<file path="src/rtl/audio_pitch_if.sv">
// audio_pitch_if: sample-FIFO handshake from the audio controller plus the
// pitch measurement results, bundled as one port.
// master = audio controller / consumer side, slave = pitch detector side.
interface audio_pitch_if;
    logic               audio_in_available;
    logic signed [31:0] left_channel_audio_in;
    logic               read_audio_in;
    logic [15:0]        period;
    logic               period_valid;
    logic               locked;

    modport master (
        output audio_in_available,
        output left_channel_audio_in,
        input  read_audio_in,
        input  period,
        input  period_valid,
        input  locked
    );

    modport slave (
        input  audio_in_available,
        input  left_channel_audio_in,
        output read_audio_in,
        output period,
        output period_valid,
        output locked
    );
endinterface

</file>
<file path="src/rtl/audio_pitch_detector.sv">
// audio_pitch_detector: measures the period (in samples) of the left audio
// channel from hysteresis-qualified rising crossings, with glitch rejection
// below MIN_PERIOD and loss of lock after MAX_PERIOD samples without a crossing.
// Optional feature macro: PITCH_AVG4_EN -- report the truncated mean of the
// last four raw periods instead of each raw period.
module audio_pitch_detector #(
    parameter logic signed [31:0] HYST       = 32'sd2000000,
    parameter logic [15:0]        MIN_PERIOD = 16'd8,
    parameter logic [15:0]        MAX_PERIOD = 16'd4800
) (
    input logic          CLOCK_50,
    input logic          reset,
    audio_pitch_if.slave aud
);
    localparam int DATA_W = 32;
    localparam int CNT_W  = 16;

    typedef enum logic [1:0] {
        S_UNK  = 2'd0,
        S_LOW  = 2'd1,
        S_HIGH = 2'd2
    } state_t;

    state_t                   state;
    state_t                   state_nxt;
    logic signed [DATA_W-1:0] sample_p0;
    logic                     accept_p0;
    logic                     is_high_p0;
    logic                     is_low_p0;
    logic [CNT_W-1:0]         sample_cnt;
    logic [CNT_W-1:0]         cnt_plus1;
    logic                     timeout;
    logic                     rise;
    logic                     lock_acq;
    logic                     period_ok;
    logic                     counted;
    logic                     locked_p1;
    logic                     vld_p1;
    logic [CNT_W-1:0]         period_p1;
    logic                     report_ready;
    logic [CNT_W-1:0]         period_new;

    // Counter step that never passes MAX_PERIOD
    function automatic logic [CNT_W-1:0] sat_inc(input logic [CNT_W-1:0] cnt);
        if (cnt >= MAX_PERIOD)
            return MAX_PERIOD;
        return cnt + 16'd1;
    endfunction

    // Stage p0: sample acceptance and hysteresis classification
    assign accept_p0         = aud.audio_in_available & ~reset;
    assign aud.read_audio_in = accept_p0;
    assign sample_p0         = aud.left_channel_audio_in;
    assign is_high_p0        = sample_p0 > HYST;
    assign is_low_p0         = sample_p0 < -HYST;
    assign cnt_plus1         = sample_cnt + 16'd1;
    assign timeout           = (sample_cnt == MAX_PERIOD);

    // FSM state register
    always_ff @(posedge CLOCK_50) begin
        if (reset)
            state <= S_UNK;
        else
            state <= state_nxt;
    end

    // FSM next state: only accepted HIGH/LOW samples move it, timeout forgets it
    always_comb begin
        state_nxt = state;
        if (timeout) begin
            state_nxt = S_UNK;
        end else if (accept_p0) begin
            case (state)
                S_UNK: begin
                    if (is_low_p0)       state_nxt = S_LOW;
                    else if (is_high_p0) state_nxt = S_HIGH;
                end
                S_LOW:   if (is_high_p0) state_nxt = S_HIGH;
                S_HIGH:  if (is_low_p0)  state_nxt = S_LOW;
                default: state_nxt = S_UNK;
            endcase
        end
    end

    // FSM outputs: rising crossing and how it is treated
    always_comb begin
        rise      = 1'b0;
        lock_acq  = 1'b0;
        period_ok = 1'b0;
        if (accept_p0 && !timeout && state == S_LOW && is_high_p0) begin
            rise      = 1'b1;
            lock_acq  = ~locked_p1;
            period_ok = locked_p1 && (cnt_plus1 >= MIN_PERIOD);
        end
    end

    assign counted = lock_acq | period_ok;

    // Sample counter and lock flag
    always_ff @(posedge CLOCK_50) begin
        if (reset || timeout) begin
            sample_cnt <= '0;
            locked_p1  <= 1'b0;
        end else if (accept_p0) begin
            sample_cnt <= counted ? '0 : sat_inc(sample_cnt);
            if (lock_acq)
                locked_p1 <= 1'b1;
        end
    end

`ifdef PITCH_AVG4_EN
    logic [CNT_W-1:0] hist [4];
    logic [17:0]      hist_sum;
    logic [17:0]      hist_sum_nxt;
    logic [2:0]       hist_fill;

    // Mean of four periods, fraction dropped
    function automatic logic [CNT_W-1:0] avg4_trunc(input logic [17:0] sum);
        return sum[17:2];
    endfunction

    // Oldest entry is zero until the window fills, so the running sum stays exact
    assign hist_sum_nxt = hist_sum + {2'b00, cnt_plus1} - {2'b00, hist[3]};
    assign report_ready = (hist_fill >= 3'd3);
    assign period_new   = avg4_trunc(hist_sum_nxt);

    // Four-entry period history with running sum
    always_ff @(posedge CLOCK_50) begin
        if (reset || timeout) begin
            for (int i = 0; i < 4; i++)
                hist[i] <= '0;
            hist_sum  <= '0;
            hist_fill <= '0;
        end else if (period_ok) begin
            hist[0] <= cnt_plus1;
            for (int i = 1; i < 4; i++)
                hist[i] <= hist[i-1];
            hist_sum <= hist_sum_nxt;
            if (hist_fill != 3'd4)
                hist_fill <= hist_fill + 3'd1;
        end
    end
`else
    assign report_ready = 1'b1;
    assign period_new   = cnt_plus1;
`endif

    // Stage p1: period register and one-cycle strobe
    always_ff @(posedge CLOCK_50) begin
        if (reset) begin
            period_p1 <= '0;
            vld_p1    <= 1'b0;
        end else begin
            vld_p1 <= 1'b0;
            if (timeout) begin
                period_p1 <= '0;
                vld_p1    <= locked_p1;
            end else if (period_ok && report_ready) begin
                period_p1 <= period_new;
                vld_p1    <= 1'b1;
            end
        end
    end

    assign aud.period       = period_p1;
    assign aud.period_valid = vld_p1;
    assign aud.locked       = locked_p1;
endmodule

</file>
<file path="src/flat_wrapper.sv">
// flat-port wrapper written by rule: the top's interface ports become plain ports
module audio_pitch_detector_flat 
#(
    parameter logic signed [31:0] HYST       = 32'sd2000000,
    parameter logic [15:0]        MIN_PERIOD = 16'd8,
    parameter logic [15:0]        MAX_PERIOD = 16'd4800
)
  (CLOCK_50, reset, aud_audio_in_available, aud_left_channel_audio_in, aud_read_audio_in, aud_period, aud_period_valid, aud_locked);
  audio_pitch_if aud_i ();
  input logic CLOCK_50;
  input logic reset;
  input wire logic [$bits(aud_i.audio_in_available)-1:0] aud_audio_in_available;
  input wire logic [$bits(aud_i.left_channel_audio_in)-1:0] aud_left_channel_audio_in;
  output wire logic [$bits(aud_i.read_audio_in)-1:0] aud_read_audio_in;
  output wire logic [$bits(aud_i.period)-1:0] aud_period;
  output wire logic [$bits(aud_i.period_valid)-1:0] aud_period_valid;
  output wire logic [$bits(aud_i.locked)-1:0] aud_locked;
  assign aud_i.audio_in_available = aud_audio_in_available;
  assign aud_i.left_channel_audio_in = aud_left_channel_audio_in;
  assign aud_read_audio_in = aud_i.read_audio_in;
  assign aud_period = aud_i.period;
  assign aud_period_valid = aud_i.period_valid;
  assign aud_locked = aud_i.locked;
  audio_pitch_detector #(.HYST(HYST), .MIN_PERIOD(MIN_PERIOD), .MAX_PERIOD(MAX_PERIOD)) u_core (.CLOCK_50(CLOCK_50), .reset(reset), .aud(aud_i));
endmodule
</file>
<file path="config.mk">
export PLATFORM = sky130hd
export DESIGN_NAME = audio_pitch_detector_flat
export DESIGN_NICKNAME = d
export VERILOG_FILES = /design/src/rtl/audio_pitch_if.sv /design/src/rtl/audio_pitch_detector.sv /design/src/flat_wrapper.sv
export SDC_FILE = /design/constraint.sdc
export NUM_CORES = 1
export LEC_CHECK = 0
export ABC_AREA = 1
export BUFFER_PORTS_ARGS = -buffer_cell sky130_fd_sc_hd__buf_2
export CAP_MARGIN = 20
export CORE_MARGIN = 2
export CORE_UTILIZATION = 55
export DETAILED_ROUTE_END_ITERATION = 16
export GPL_ROUTABILITY_DRIVEN = 0
export PLACE_DENSITY = 0.79
export SLEW_MARGIN = 20
export SYNTH_ARGS = -nofsm -noshare
export SYNTH_HDL_FRONTEND = slang
export SYNTH_SLANG_ARGS = --single-unit
</file>
<file path="constraint.sdc">
create_clock -name CLOCK_50 -period 6.4 [get_ports CLOCK_50]
set_clock_uncertainty 0.2 [all_clocks]
set_input_delay 1.28 -clock CLOCK_50 [delete_from_list [all_inputs] [get_ports CLOCK_50]]
set_output_delay 1.28 -clock CLOCK_50 [all_outputs]
set_load 0.005 [all_outputs]
</file>
* Word-level counts from Yosys, hierarchy flattened *
Index checks and enable logic that the tools add are counted.

operators by class
  $add $sub $neg = 1
  multipliers = 0
  div/mod/pow operators = 0
  $lt $le $gt $ge = 4
  equal/unequal tests = 4
  shift operators = 0
  multiplexer cells = 14
  bitwise logic cells = 4
  reduce and logical (&&, ||, !) cells = 10

operators by type and width
  kind                     count
  $mux W16                 3
  $gt A32 B22 Y1 const B   1
  $lt A32 B22 Y1 const B   1
  $add A16 B1 Y16 const B  1
  $eq A16 B13 Y1 const B   1
  $ge A16 B13 Y1 const B   1
  $ge A16 B4 Y1 const B    1
  $mux W1                  7
  $mux W2                  3
  $pmux W2 S3              1
  $logic_and A1 B1 Y1      4
  $reduce_and A2 Y1        2
  $eq A2 B1 Y1 const B     1
  $eq A2 B2 Y1 const B     1
  $logic_not A2 Y1         1
  $ne A2 B1 Y1 const B     1
  $not A1 Y1               2
  $reduce_or A2 Y1         1
  $and A1 B1 Y1            1
  $logic_not A1 Y1         1
  $logic_or A1 B1 Y1       1
  $or A1 B1 Y1             1

word-level totals
  bits in registers = 36
  latch bits = 0
  bits in writable memories = 0
  bits in read-only memories = 0
  input bits = 35
  output and inout port bits = 19
  logic and storage cells = 42
  memories kept = 0

* Longest topological paths before layout *
Gate-level depths: netlist of the first run.

  depth in word-level cells = 8
  gate-level depth with buffers = 16
  mapped depth without buffers = 15

* Worst setup path before layout of the first run *
OpenSTA, ideal clock, no wires.

  kind = input-to-output
  start = input reset
  end = output aud_read_audio_in
  data arrival time = 1485 ps
  required time = 4920 ps
  path slack = 3435 ps
  stages = 3
  buffers on the path = 0
  cells stage by stage = inv_1 -> nand2_1 -> inv_1

on the way
  cells in the longest elaborated chain, start to end = 2

ends and longest elaborated chain
  what           RTL line                    source
  from (decl)    flat_wrapper.sv:11          input logic reset;
  $not A1 Y1     audio_pitch_detector.sv:51  assign accept_p0 = aud.audio_in_available & ~reset;
  $and A1 B1 Y1  audio_pitch_detector.sv:51
  to (decl)      flat_wrapper.sv:14          output wire logic [$bits(aud_i.read_audio_in)-1:0] aud_read_audio_in;

Every way passes these cells.

* Worst setup path after layout of the first run *
Ends and elaborated chain as after synthesis.

==> summary.txt, run 1 <==
Initial DRC Count -> 128
area of the mapped netlist -> 0.002260 mm²
First-pass DRT Iterations -> 4
multiplexer share of the synthesized area -> 0%
Power Total -> 0.4388 mW
largest net degree at the start of global routing -> 26
status -> complete, no violations
CTS tree -> yes
drt wl/cell -> 10.67 µm
row count -> 23
fin worst setup slack -> 2.629 ns
Synth Area in XOR/XNOR -> 1.163%
Total GRT Usage -> 24.40%
Reg clk slew, reported paths -> 0.07 ns
Post-CTS Setup Repair Bufs -> 0
Max FO, Critical Path -> 20
Peak VDD IR -> 146.9 µV
max-slew violation count -> 0
layout cells sized above 1 -> 15.74%
post-route ant nets -> 0
GR Util met1 -> 30.22%
number of global-route vias before repair -> 2074
leakage -> 1.190 nW
RSZ-0062 raised after global routing -> no
Synth Area in Compound Gates -> 7.973%
distinct cell type count after synthesis -> 27
Starting Density -> 56.90%
drt via density -> 5.077
Arr. time, crit path -> 2.29 ns
Port Buffers -> 53
Seq. cell area -> 720.7 µm²
final WL -> 5.141 mm
Hold WC Path Type -> reg -> reg
sequential area share after synthesis -> 31.89%
Post-CTS Hold Buffers -> 0
FMAX -> 0.2651 GHz
Syn Nets -> 417
Slew headroom -> 58.86%
endpoints failing setup -> 0
core area -> 0.003971 mm²
Mean Syn Cell Area -> 5.946 µm²
multi-input gate area in the final layout -> 0.001333 mm²
global route overflow -> 0
dpl ws -> 2.641 ns
worst skew pair latency -> 0.28 ns
gr busiest metal -> met2
worst path required time -> 4.92 ns
GR Layer Usage met3 -> 4.934%
die height -> 68.10 µm
clock root cell -> clkbuf_8
DRC -> 0
DP HPWL -> 3.986 mm
Yosys reg bits -> 36
die area -> 0.004637 mm²
# IOs -> 54
Final min period -> 3.771 ns
CP Launch Type -> input pin
Simple-Gate Fraction of Synth Area -> 48.73%
P&R area growth vs syn -> 16.28%
total negative setup slack -> 0 ns
Synth Area in Adders -> 1.107%
first-pass GRT wire length -> 8.549 mm
fin util -> 66.16%
yosys warns -> 0
Max Root-Sink Buffers -> 2
die width -> 68.10 µm
Critical Path End Type -> output port
M2 GR Usage -> 41.02%
n_diodes -> 0
Final period util -> 58.93%
H-tree depth -> 2
Power Density -> 167.0 mW/mm²
largest family of logic cells by synthesized area -> simple AND/OR/NAND/NOR gates
# fillers -> 379
Nets -> 469
Worst Tran Pin Value -> 0.6156 ns
cts repair resizes -> 0
CTS buffer count -> 5
Crit Path Class -> in -> out
instance count of the mapped netlist -> 380
via count -> 2447
final hold violations -> 0
Max Cap Viol -> 0
clock sinks -> 36
initial antenna violation count -> 0
[routing by layer]
layer  share of wire (%)  wire length (µm)
met2                  46              2342
met4                 1.8                95
met5                   0                 0
met1                  46              2343
met3                 7.0               360
[synth_stat cells, drive strengths merged]
cell type  number  area (µm²)
o21ai          16       80.07
nor2           98       394.1
dfxtp          36       720.7
inv            37       138.9
nand3          34       175.2
ha              2       25.02
xnor2           1       8.760
buf             7       56.30
nor3b           1       7.510
clkbuf          2       7.510
nand2          97       374.1
a21oi          20       100.1
xor2            2       17.52
nand3b          1       7.510
clkinv          1       3.750
nand4          14       87.58
nor3           11       55.05
[critical path: stages]
cell	delay [ns]
buf_2	0.10
inv_1	0.04
nand2_1	0.45
inv_1	0.24
buf_2	0.19
[placed cells by master (no fill, tap or decap), types with 2 or more instances in the layout]
cell / instances
inv_1: 36
buf_2: 53
xor2_1: 2
nor2_1: 95
nand2_1: 95
a21oi_1: 20
o21ai_0: 15
clkbuf_8: 7
nand3_1: 33
dfxtp_1: 36
ha_1: 2
nor3_1: 11
nand4_1: 14
[cells by family (layout without fill, tap and decap cells)]
| kind of cell | Yosys count | after routing |
|---|---|---|
| and+or+nand+nor | 256 | 256 |
| DFF | 36 | 36 |
| xor gates and xnor gates | 3 | 3 |
| adders and majority gates | 2 | 2 |
| buffers and inverters | 47 | 99 |
| AOI/OAI and AO/OA | 36 | 36 |
[area by class of cell]
type,count,share of cell area [%]
multi-input combinational,297,50.71
sequential,36,27.43
timing repair buffer,54,10.38
inverter,38,5.429
clock buffer,7,3.667
tap,50,2.381
[final timing paths]
check	from	depth (start not counted)	endpoint	slack (ns)
worst max-delay path	reset	5	aud_read_audio_in	2.63
worst min-delay path	u_core.aud.period[14]	2	u_core.aud.period[14]	0.27
worst max register to register	u_core.sample_cnt[1]	12	u_core.aud.period[9]	3.58
worst min register to register	u_core.aud.period[14]	2	u_core.aud.period[14]	0.27
[through the flow]
stage | cell area (µm²) | hold slack [ns] | instances
after floorplan | 2260 | 0.2498 | 380
after global placement | 2531 | 0.2516 | 475
after detailed placement | 2531 | 0.2607 | 475
after CTS | 2628 | 0.2699 | 482
after global routing | 2628 | 0.2808 | 482
final | 2628 | 0.2656 | 482
[state kept, by name, summed over array words and instances, names as in the netlist]
register	cells
u_core.state	2
u_core.aud.period_valid	1
u_core.sample_cnt	16
u_core.aud.locked	1
u_core.aud.period	16
[power by group]
part           leakage, nW  internal (mW)  total, mW  switching [mW]
sequential           0.290          0.226      0.227         0.00180
combinational        0.849         0.0162     0.0397          0.0235
clock               0.0503         0.0958      0.172          0.0760
Note: power is estimated with default switching activity, not from simulation.
==> inputs of run 2 (changes only) <==
Settings changed: CORE_UTILIZATION 55 to 54, PLACE_DENSITY 0.79 to 0.77.
Clock period 6.4 ns to 3.65 ns, I/O delays scaled along.
==> run 2 against run 1 <==
Sequential share of layout area fell by 0.091 points. Highest routed layer unchanged. Sequential power rose by 75%. Worst setup slack got worse by 1.7 ns. Wire length rose by 2.2%. Critical endpoint is now u_core.aud.period[6]. Global-route usage rose by 0.20 points. Via count rose by 0.41%. First-iteration DRC count rose by 27%. Largest cell class unchanged. Cell count rose by 0.41%. Register-to-register slack got worse by 2.7 ns. Cell area rose by 0.33%.
==> summary.txt, run 2 (synthesized netlist as in run 1, its figures left out) <==
First-pass DRT Iterations -> 5 (+1)
Nets -> 470 (+0.21%)
largest net degree at the start of global routing -> 26 (unchanged)
status -> complete, no violations
DP HPWL -> 4.145 mm (+4.0%)
Reg clk slew, reported paths -> 0.08 ns (about the same)
sequential power share -> 51.7% (about the same)
Gate power share -> 9.1% (about the same)
die width -> 68.69 µm (+0.87%)
Total GRT Usage -> 24.59% (+0.20 points)
Final period util -> 74.93%
Crit Path Class -> reg -> reg
worst r2r src -> u_core.sample_cnt[0]
core area -> 0.004000 mm² (+0.72%)
fin util -> 65.91% (-0.26 points)
Sw Share -> 25.08% (+2.0 points)
Top cell by count, worst path -> nor2_1
Max FO, Critical Path -> 25 (+25%)
layout cells sized above 1 -> 16.13% (+0.39 points)
Arr. time, crit path -> 2.72 ns (+0.43 ns)
Final min period -> 2.735 ns
CP max stage delay -> 0.43 ns (-0.02 ns)
post-route ant nets -> 0 (unchanged)
CTS buffer count -> 5 (unchanged)
CP Launch Type -> register
worst r2r dst -> u_core.aud.period[6]
final hold violations -> 0 (unchanged)
row count -> 23 (unchanged)
via count -> 2457 (+0.41%)
Post-CTS Setup Repair Bufs -> 0 (unchanged)
clock root cell -> clkbuf_8
initial antenna violation count -> 0 (unchanged)
final WL -> 5.253 mm (+2.2%)
Critical Path End Type -> register
Port Buffers -> 53 (unchanged)
Cell Chain, Critical Path -> ha_1 > nand2_4 > nor2_8 > xor2_1 > nand2_1 > nor2_1 > nand4_1 > nand2_2 > inv_2 > nor2_1 > nor2_1
Post-CTS Hold Buffers -> 0 (unchanged)
Worst Hold Depth -> 2 (unchanged)
n_diodes -> 0 (unchanged)
FMAX -> 0.3656 GHz
cts repair resizes -> 0 (unchanged)
drt wl/cell -> 10.85 µm (+1.8%)
Slew headroom -> 66.35% (+7.5 points)
worst skew pair latency -> 0.29 ns (about the same)
total negative setup slack -> 0 ns (unchanged)
worst path required time -> 3.63 ns (-1.29 ns)
most frequent cells in the layout -> nand2_1, nor2_1, buf_2, inv_1, dfxtp_1
Slowest-stage cell, CP -> dfxtp_1
die area -> 0.004718 mm² (+1.8%)
drt via density -> 5.076 (about the same)
Max Cap Viol -> 0 (unchanged)
die height -> 68.69 µm (+0.87%)
Hold Crit Start -> u_core.aud.period[14]
first-pass GRT wire length -> 8.914 mm (+4.3%)
RSZ-0062 raised after global routing -> no
Hold WC Path Type -> reg -> reg
leakage -> 1.187 nW (-0.20%)
flop-to-flop setup slack -> 0.91 ns (-2.67 ns)
Starting Density -> 56.49% (-0.41 points)
P&R area growth vs syn -> 16.67%
# fillers -> 405 (+6.9%)
number of global-route vias before repair -> 2134 (+2.9%)
Worst Tran Pin Value -> 0.5016 ns (-0.1140 ns)
global route overflow -> 0 (unchanged)
# IOs -> 54 (unchanged)
DRC -> 0 (unchanged)
clock share of power -> 39.2% (about the same)
Max Root-Sink Buffers -> 2 (unchanged)
Power Density -> 292.2 mW/mm² (+75%)
CTS tree -> yes
endpoints failing setup -> 0 (unchanged)
H-tree depth -> 2 (unchanged)
Hold Path End -> u_core.aud.period[14]
Initial DRC Count -> 163 (+27%)
Int Power -> 0.5770 mW (+71%)
Peak VDD IR -> 178.7 µV (+22%)
number of cells on the worst reg-to-reg path -> 11 (-1)
max-slew violation count -> 0 (unchanged)
clock sinks -> 36 (unchanged)
NetSw -> 0.1932 mW (+91%)
## run 2: area by class of cell
type	instances	area [µm²]	area share [%]
multi-input combinational	297	1333	50.55
sequential	36	720.7	27.34
timing repair buffer	55	280.3	10.63
inverter	38	142.6	5.411
clock buffer	6	82.58	3.132
tap	50	62.56	2.373
clock inverter	2	15.01	0.5695
## run 2: how the worst max path moves through the flow
stage	cells after the start	to	start
after floorplan	13	u_core.aud.period[3]	aud_left_channel_audio_in[14]
after global placement	12	u_core.aud.period[5]	reset
after detailed placement	12	u_core.aud.period[4]	reset
after CTS	11	u_core.aud.period[6]	u_core.sample_cnt[0]
after global routing	11	u_core.aud.period[9]	u_core.sample_cnt[0]
final	11	u_core.aud.period[6]	u_core.sample_cnt[0]
## run 2: power groups by stage
stage               Combinational (mW)  Sequential [mW]  Clock [mW]
floorplan                       0.0373            0.407           0
global placement                0.0690            0.407           0
detailed placement              0.0699            0.408           0
CTS                             0.0699            0.398       0.304
global route                    0.0814            0.399       0.321
finish                          0.0699            0.398       0.302
## run 2: worst max-delay path: cells and delay by family, from the launching register on
family / cells / cell delay (ns)
buf+inv: 1 / 0.25
flops: 1 / 0.43
fa+ha+maj: 1 / 0.26
xor+xnor: 1 / 0.27
simple gates: 8 / 1.21
## run 2: through the flow
stage               setup WS (ns)  instances  power [mW]  hold WS [ns]  instance area (µm²)
floorplan                   1.420        380      0.4440        0.2498                 2260
global placement           0.8045        476      0.4764        0.2574                 2539
detailed placement         0.6834        476      0.4774        0.2679                 2539
CTS                        0.9436        484      0.7724        0.2801                 2636
global route               0.6693        484      0.8017        0.3140                 2636
finish                     0.9149        484      0.7702        0.2759                 2636
## run 2: layer usage
| layer | vias to the layer above | part of all wire [%] | GRT usage, % |
|---|---|---|---|
| met2 | 78 | 46 | 42.07 |
| met4 | 0 | 1.8 | 8.578 |
| li1 | 1324 | - | - |
| met5 | - | 0 | 0 |
| met3 | 9 | 6.8 | 4.708 |
| met1 | 1046 | 45 | 30.80 |
==> inputs of run 3 (changes only) <==
Settings changed: ABC_AREA 1 to 0, CORE_UTILIZATION 54 to 49, PLACE_DENSITY 0.77 to 0.74.
Clock period 3.65 ns to 2.3 ns, I/O delays scaled along.
==> run 3 against run 2 <==
The flow now finishes with violations (setup timing). Maximum frequency rose by 3.1%. Cell count fell by 7.0%. Utilization is 10 points higher. Critical endpoint is now u_core.sample_cnt[7].
==> summary.txt, run 3 <==
status -> finished, violations left
failing checks -> setup timing
Power Total -> 1.515 mW (+97%)
die area -> 0.005290 mm² (+12%)
Mean Syn Cell Area -> 8.326 µm² (+40%)
Max Cap Viol -> 0 (unchanged)
n_diodes -> 0 (unchanged)
hold_ws -> 0.2553 ns (-0.02057 ns)
worst path required time -> 2.35 ns (-1.28 ns)
Yosys reg bits -> 36 (unchanged)
# fillers -> 319 (-21%)
area share of the largest cell type after synthesis -> 31.14% (-0.76 points)
commonest register cell after synthesis -> dfxtp_1
first-pass GRT wire length -> 11.98 mm (+34%)
Cell Count, Final, Fillers Out -> 450 (-7.0%)
commonest non-fill, non-tap cell in the layout -> buf_4
main area contributors after synthesis -> dfxtp_1, nor2_1, a211oi_1
Final min period -> 2.654 ns (-0.08130 ns)
Slowest-stage cell, CP -> or3_2
Max FO, Critical Path -> 5 (-80%)
area of the mapped netlist -> 0.002315 mm² (+2.4%)
distinct cell type count after synthesis -> 61 (+130%)
Peak VDD IR -> 281.5 µV (+58%)
DP HPWL -> 5.020 mm (+21%)
die height -> 72.73 µm (+5.9%)
Synth area leader -> dfxtp_1
via count -> 2707 (+10%)
Cell Chain, Critical Path -> ha_4 > nand3_2 > or2_1 > or3_2 > o31ai_4 > a31oi_4 > buf_6 > buf_6 > a21oi_2 > o221a_2
CTS buffer count -> 5 (unchanged)
layout cells sized above 1 -> 51.26% (+35 points)
DRC -> 0 (unchanged)
Total GRT Usage -> 28.87% (+4.3 points)
CP Launch Type -> register
sequential area share after synthesis -> 31.14% (-0.76 points)
First-pass DRT Iterations -> 5 (unchanged)
ys async rst share -> 0% (unchanged)
Final period util -> 115.4% (+40 points)
endpoints failing setup -> 30 (+30)
fin worst setup slack -> -0.3538 ns (-1.269 ns)
Arr. time, crit path -> 2.71 ns (about the same)
final WL -> 7.585 mm (+44%)
cell with the most instances after synthesis -> nor2_1
FMAX -> 0.3768 GHz (+3.1%)
EDFF count, synth -> 0 (unchanged)
final hold violations -> 0 (unchanged)
Hold WC Path Type -> reg -> reg
die width -> 72.73 µm (+5.9%)
initial antenna violation count -> 0 (unchanged)
Seq. cell area -> 734.5 µm² (+1.9%)
global route overflow -> 0 (unchanged)
leakage -> 1.516 nW (+28%)
Crit Path Class -> reg -> reg
# IOs -> 54 (unchanged)
max-slew violation count -> 0 (unchanged)
H-tree depth -> 2 (unchanged)
Power Density -> 429.0 mW/mm² (+47%)
Slew headroom -> 71.15% (+4.8 points)
Reg clk slew, reported paths -> 0.08 ns (about the same)
CP max stage delay -> 0.47 ns (+0.04 ns)
Syn Nets -> 315 (-24%)
clock sinks -> 36 (unchanged)
Critical Path End Type -> register
instance count of the mapped netlist -> 278 (-27%)
Placed Instances -> 432 (-9.2%)
row count -> 25 (+8.7%)
RSZ-0062 raised after global routing -> yes
number of global-route vias before repair -> 2489 (+17%)
multi-input gate area in the final layout -> 0.001615 mm² (+21%)
Post-Layout Inst Area -> 0.003532 mm² (+34%)
CTS tree -> yes
post-route ant nets -> 0 (unchanged)
core area -> 0.004629 mm² (+16%)
yosys warns -> 0 (unchanged)
largest net degree at the start of global routing -> 23 (-12%)
drt via density -> 6.016 (+18%)
Starting Density -> 50.00% (-6.5 points)
most frequent cells after synthesis -> nor2_1, dfxtp_1, nand2_1
Top cell by count, worst path -> buf_6
Max Root-Sink Buffers -> 2 (unchanged)
Worst Tran Pin Value -> 0.4272 ns (-0.07439 ns)
worst skew pair latency -> 0.30 ns (about the same)
DP Area -> 0.003126 mm² (+23%)
P&R area growth vs syn -> 52.59%
Port Buffers -> 53 (unchanged)
most frequent cells in the layout -> buf_4, buf_2, dfxtp_1, nor2_1, nand2_1
Initial DRC Count -> 261 (+60%)
CP top delay family -> simple AND/OR/NAND/NOR gates
clock root cell -> clkbuf_8
Nets -> 432 (-8.1%)
drt wl/cell -> 16.86 µm (+55%)
CP bufs+invs -> 2 (+1)
run 3: changes by cell type after synthesis, sizes merged, moves of 9 or more:
cell    previous run  this run
nand2             97        21
nor2              98        38
inv               37         4
nand3             34        16
a211oi             0        14
clkbuf             2        13
a21oi             20        10
xnor2              1        10
run 3: repair_timing:
action | 4_1_cts | 5_1_grt
pin swaps | 15 | 7
hold buffers | 0 | 0
setup endpoints to repair | 30 | 30
buffers inserted | 6 | 3
resized for setup | 24 | 16
endpoints found under the hold margin | 0 | 0
cloned | 1 | 0
run 3: stage by stage:
| stage | util [%] | setup TNS (ns) | worst slack [ns] |
|---|---|---|---|
| 4_1_cts | 74.49 | -8.937 | -0.3708 |
| 3_3_place_gp | 67.51 | -6.933 | -0.2922 |
| 6_report | 76.30 | -9.176 | -0.3538 |
| 5_1_grt | 76.30 | -11.77 | -0.4477 |
| 2_1_floorplan | - | -3.690 | -0.2118 |
| 3_5_place_dp | 67.51 | -8.260 | -0.3706 |
run 3: kinds of logic (layout without fill, tap and decap cells):
kind of cell    count (synthesis)  after routing  share of synthesized area (%)
mux                             1              1                         0.4324
fa+ha+maj                       2              2                          1.081
compound gates                 71             71                          23.57
flops                          36             36                          31.14
simple gates                  125            125                          28.92
buf+inv                        27            145                          8.487
xor+xnor                       16             16                          6.379
run 3: layout make-up:
| cell class | instances | share of cell area, % |
|---|---|---|
| Clock buffer | 6 | 2.657 |
| Clock inverter | 2 | 1.700 |
| Inverter | 4 | 0.4251 |
| Multi-Input combinational cell | 215 | 45.73 |
| Sequential cell | 36 | 20.79 |
| Tap cell | 54 | 1.913 |
| Timing Repair Buffer | 133 | 26.78 |
run 3: worst min-delay path, stage by stage, from the launching register on:
cell     delay [ns]
dfxtp_1        0.32
nand2_1        0.05
o21ai_1        0.05
run 3: layer usage:
| metal | wire (µm) | track usage [%] | vias up |
|---|---|---|---|
| met5 | 0 | 0 | - |
| met4 | 199 | 10.49 | 0 |
| met3 | 559 | 5.525 | 29 |
| met2 | 3805 | 49.29 | 154 |
| met1 | 3021 | 36.13 | 1255 |
| li1 | - | - | 1269 |
run 3: path summary, 6_finish.rpt:
kind / start / end / slack (ns) / cells past startpoint
worst max-delay path: u_core.sample_cnt[0] / u_core.sample_cnt[7] / -0.35 / 10
worst max register to register: u_core.sample_cnt[0] / u_core.sample_cnt[7] / -0.35 / 10
worst min register to register: u_core.aud.period[11] / u_core.aud.period[11] / 0.26 / 2
worst min-delay path: u_core.aud.period[11] / u_core.aud.period[11] / 0.26 / 2
run 3: power by group:
part / internal, mW / total, mW / switching (mW)
Clock: 0.499 / 0.750 / 0.251
Sequential: 0.625 / 0.631 / 0.00633
Combinational: 0.0671 / 0.134 / 0.0667
Total: 1.19 / 1.52 / 0.324
